--- src/rtl/u_32b_add_2.sv ---
// u_32b_add_2: unsigned WIDTH-bit adder with carry-in, split into two registered stages.
//   Stage 1 ripple-adds the low half and registers the low sum, the low carry, both operand
//   upper halves and in_valid. Stage 2 ripple-adds the upper halves with the registered
//   low carry and registers the full sum, the carry-out and the valid flag.
//   Latency is 2 clock edges with full throughput. Data registers load every cycle, and
//   out_valid is in_valid delayed by two stages.
// Ports:
//   clk       rising-edge clock
//   rst_n     asynchronous active-low reset; clears every pipeline register
//   in_valid  in1/in2/cin valid this cycle
//   in1, in2  unsigned operands (WIDTH bits)
//   cin       carry-in
//   sout      registered sum, (in1 + in2 + cin) mod 2^WIDTH
//   cout      registered carry-out (bit WIDTH of the full sum)
//   out_valid sout/cout hold a valid result
module u_32b_add_2 #(
  parameter int unsigned WIDTH = 32  // must be even; the stages split at WIDTH/2
) (
  input  logic             clk,
  input  logic             rst_n,
  input  logic             in_valid,
  input  logic [WIDTH-1:0] in1,
  input  logic [WIDTH-1:0] in2,
  input  logic             cin,
  output logic [WIDTH-1:0] sout,
  output logic             cout,
  output logic             out_valid
);

  localparam int unsigned Half = WIDTH / 2;

  // Stage 1: low-half ripple chain fed directly from the inputs.
  logic [Half:0]   lo_c;
  logic [Half-1:0] lo_s;

  assign lo_c[0] = cin;

  for (genvar i = 0; i < Half; i++) begin : g_lo_fa
    assign lo_s[i]   = in1[i] ^ in2[i] ^ lo_c[i];
    assign lo_c[i+1] = (in1[i] & in2[i]) | (lo_c[i] & (in1[i] ^ in2[i]));
  end

  logic [Half-1:0] lo_sum_q;
  logic            lo_carry_q;
  logic [Half-1:0] a_hi_q;
  logic [Half-1:0] b_hi_q;
  logic            valid_q;

  always_ff @(posedge clk or negedge rst_n) begin
    if (!rst_n) begin
      lo_sum_q   <= '0;
      lo_carry_q <= 1'b0;
      a_hi_q     <= '0;
      b_hi_q     <= '0;
      valid_q    <= 1'b0;
    end else begin
      lo_sum_q   <= lo_s;
      lo_carry_q <= lo_c[Half];
      a_hi_q     <= in1[WIDTH-1:Half];
      b_hi_q     <= in2[WIDTH-1:Half];
      valid_q    <= in_valid;
    end
  end

  // Stage 2: the high-half ripple chain starts from the registered low carry. This makes the
  // result identical to a single-cycle WIDTH-bit add.
  logic [Half:0]   hi_c;
  logic [Half-1:0] hi_s;

  assign hi_c[0] = lo_carry_q;

  for (genvar i = 0; i < Half; i++) begin : g_hi_fa
    assign hi_s[i]   = a_hi_q[i] ^ b_hi_q[i] ^ hi_c[i];
    assign hi_c[i+1] = (a_hi_q[i] & b_hi_q[i]) | (hi_c[i] & (a_hi_q[i] ^ b_hi_q[i]));
  end

  always_ff @(posedge clk or negedge rst_n) begin
    if (!rst_n) begin
      sout      <= '0;
      cout      <= 1'b0;
      out_valid <= 1'b0;
    end else begin
      sout      <= {hi_s, lo_sum_q};
      cout      <= hi_c[Half];
      out_valid <= valid_q;
    end
  end

endmodule

--- config.mk ---
export PLATFORM = sky130hd
export DESIGN_NAME = u_32b_add_2
export DESIGN_NICKNAME = d
export VERILOG_FILES = /design/src/rtl/u_32b_add_2.sv
export SDC_FILE = /design/constraint.sdc
export NUM_CORES = 1
export LEC_CHECK = 0
export CAP_MARGIN = 20
export CORE_MARGIN = 4
export CORE_UTILIZATION = 49
export CTS_CLUSTER_DIAMETER = 50
export DETAILED_ROUTE_END_ITERATION = 12
export DONT_BUFFER_PORTS = 1
export GPL_TIMING_DRIVEN = 1
export PLACE_DENSITY_LB_ADDON = 0.05
export SYNTH_ARGS = -nofsm -noshare
export SYNTH_HDL_FRONTEND = slang
export SYNTH_SLANG_ARGS = --single-unit
--- constraint.sdc ---
create_clock -name clk -period 8.8 [get_ports clk]
set_input_delay 2.2 -clock clk [delete_from_list [all_inputs] [get_ports clk]]
set_output_delay 2.2 -clock clk [all_outputs]
set_load 0.005 [all_outputs]
==> results.yml <==
floorplan:
  num_rows: 27
  die_w_microns: 83.8
  fp.dieArea_sq_um: 7030
  core_area_sq_um: 5540
  die_h_microns: 83.8
  pin_count: 102
  start_util_pct: 50.9
clocking:
  insertion_delay_ns: 0.33
  tritoncts: "yes"
  cts_buffer_depth: 2
  holdBufCountCts: 0
  ctsResizeCount: 0
  cts_setup_buffers: 0
  ctsHtreeMaxLevel: 3
  clkSinkCount: 84
  clk_pin_slew_worst_paths_ns: 0.07
  root_buffer: "clkbuf_8"
  cts_buffers: 9
timing:
  fin_worst_skew_ns: 0.00524
  grt_setup_unrepaired: "no"
  worstMarginPinSlew_ns: 0.123
  finalCriticalPeriod_ns: 8.16
  maxSlewViolCount: 0
  hold_violations: 0
  timing.fmax_ghz: 0.123
  setup_viol: 0
  tns_ns: 0
  finalCritPeriodShare_pct: 92.7
  slew_headroom_pct: 91.8
drt:
  vias_per_cell: 4.57
  via_count: 1018
  routed_wirelength_mm: 3.83
  drtPass1Iterations: 3
  ant_nets: 0
  post_drt_wl_per_cell_microns: 17.2
  drt_iter0_drc: 26
  drc: 0
global_route:
  grt_pass1_vias: 1220
  track_usage_pct: 12.6
  antenna_found_initial: 0
  gr-total-overflow: 0
  grt_max_degree: 85
  grt_pass1_wl_mm: 6.38
logic_synthesis:
  ys_types: 3
  synthesis.area_sq_um: 2820
  synth_common_cells: "dfrtp_1, fa_1, inv_1"
  yosysMostFrequentCell: "dfrtp_1"
  synthArstFlopShare_pct: 100
  synthCells: 136
  avgSynthCellArea_sq_um: 20.7
  synth.area.top_cells: "dfrtp_1, fa_1, inv_1"
  synth_top_cell_by_area: "dfrtp_1"
  yosysWarnings: 0
  syn-num-nets: 236
  ys.flop_type: "dfrtp_1"
  synth.ff_latch_count: 84
  seq_area_frac_synth_pct: 74.6
  synth_top_area_share_pct: 74.6
  synth_edf_count: 0
power:
  p_seq_share_pct: 58.8
  clkPwrFrac_pct: 37.0
  p_per_area_nw_per_um2: 252
  swShare_pct: 20.4
  power_switching_mw: 0.161
  ir_drop_mv: 0.124
  power_frac_comb_pct: 4.2
  p_leak_nw: 1.43
  cellInternalPower_mw: 0.628
finish:
  insertedDiodeCount: 0
  area_delta_synth_final_pct: 11.1
  layout-drive-gt1-share_pct: 9.93
  final_cells: 223
  fillers: 453
  nets: 247
critical_path:
  required_ns: 9.07
  startpoint_type: "primary input"
  endpoint_kind: "flop"
  cp_max_fo: 1
  cpMostUsedCell: "fa_1"
  cp.arrival_ns: 8.43
  critPathSlowestCell: "fa_1"
  path_class: "in -> reg"
  path_cells: "fa_1 -> inv_1 -> fa_1 -> inv_1 -> fa_1 -> fa_1 -> fa_1 -> fa_1 -> fa_1 -> fa_1 -> fa_1 -> fa_1 -> fa_1 -> fa_1 -> fa_1 -> fa_1 -> fa_1 -> inv_1 -> fa_1 -> inv_1"
  cpPeakStageDelay_ns: 0.40
outcome:
  status: "finished clean"
hold_path:
  hold_path.class: "reg -> reg"
placement:
  gp_congestion: 0.664
  placedCellCount: 208
  dp_hpwl_mm: 2.93
  port_buffers: 0
flow_run:
  max_cap_violations: 0
## layout by cell type (no fill, tap or decap), drive strengths merged
| master | count |
|---|---|
| fa | 32 |
| clkinv | 1 |
| clkinvlp | 1 |
| clkbuf | 11 |
| dfrtp | 84 |
| inv | 20 |
| bufinv | 2 |
## critical path, delay by kind of cell
family	cells	cell delay, ns
adders and majority gates	16	5.96
buffers and inverters	4	0.27
## routing by layer
layer	GRT usage, %	wire length (microns)	up-vias
li1	-	-	413
met1	14.1	1280	535
met2	19.2	2020	65
met3	7.90	470	5
met4	5.26	64	0
met5	0	0	-
## flip-flops by register name (all words and copies together) (netlist names)
register,cells
lo_carry_q,1
a_hi_q,16
cout,1
lo_sum_q,16
b_hi_q,16
valid_q,1
out_valid,1
sout,32
## final cells by class
class | count | area, sq um | share of cell area, %
sequential | 84 | 2100 | 67.1
clock inverter | 4 | 72.6 | 2.32
inverter | 20 | 75.1 | 2.40
clock buffer | 11 | 151 | 4.83
tap | 72 | 90.1 | 2.88
multi-input combinational | 32 | 641 | 20.5
## cell families after synthesis
group	share of synthesized area [%]
buffers and inverters	2.66
adder cells (fa/ha/maj)	22.7
flip-flops	74.6
## power by group through the flow
stage                     clock (mW)  combinational (mW)  sequential, mW
after floorplan                    0              0.0254           0.464
after global placement             0              0.0310           0.472
after detailed placement           0              0.0349           0.473
after CTS                      0.305              0.0350           0.466
after global routing           0.326              0.0409           0.470
final                          0.292              0.0331           0.464
## path summary, 6_finish.rpt
check | from | endpoint | slack [ns] | cells after the start
min in group asynchronous | rst_n | sout[25] | 1.56 | 0
max in group asynchronous | rst_n | sout[5] | 7.14 | 0
worst max-delay path | in1[0] | lo_sum_q[15] | 0.64 | 20
worst min-delay path | lo_sum_q[11] | sout[11] | 0.35 | 0
worst max register to register | lo_carry_q | sout[31] | 2.03 | 20
worst min register to register | lo_sum_q[11] | sout[11] | 0.35 | 0
## stage by stage
step / power [mW] / cell area [sq um] / hold slack, ns / util (%) / worst slack, ns
6_report: 0.789 / 3130 / 0.350 / 56.5 / 0.640
5_1_grt: 0.837 / 3130 / 0.354 / 56.5 / 0.483
3_5_place_dp: 0.508 / 2910 / 0.335 / 52.5 / 0.262
4_1_cts: 0.806 / 3130 / 0.347 / 56.5 / 0.629
2_1_floorplan: 0.489 / 2820 / 0.331 / - / 0.473
3_3_place_gp: 0.503 / 2910 / 0.332 / 52.5 / 0.305
Note: power is estimated with default switching activity, not from simulation.
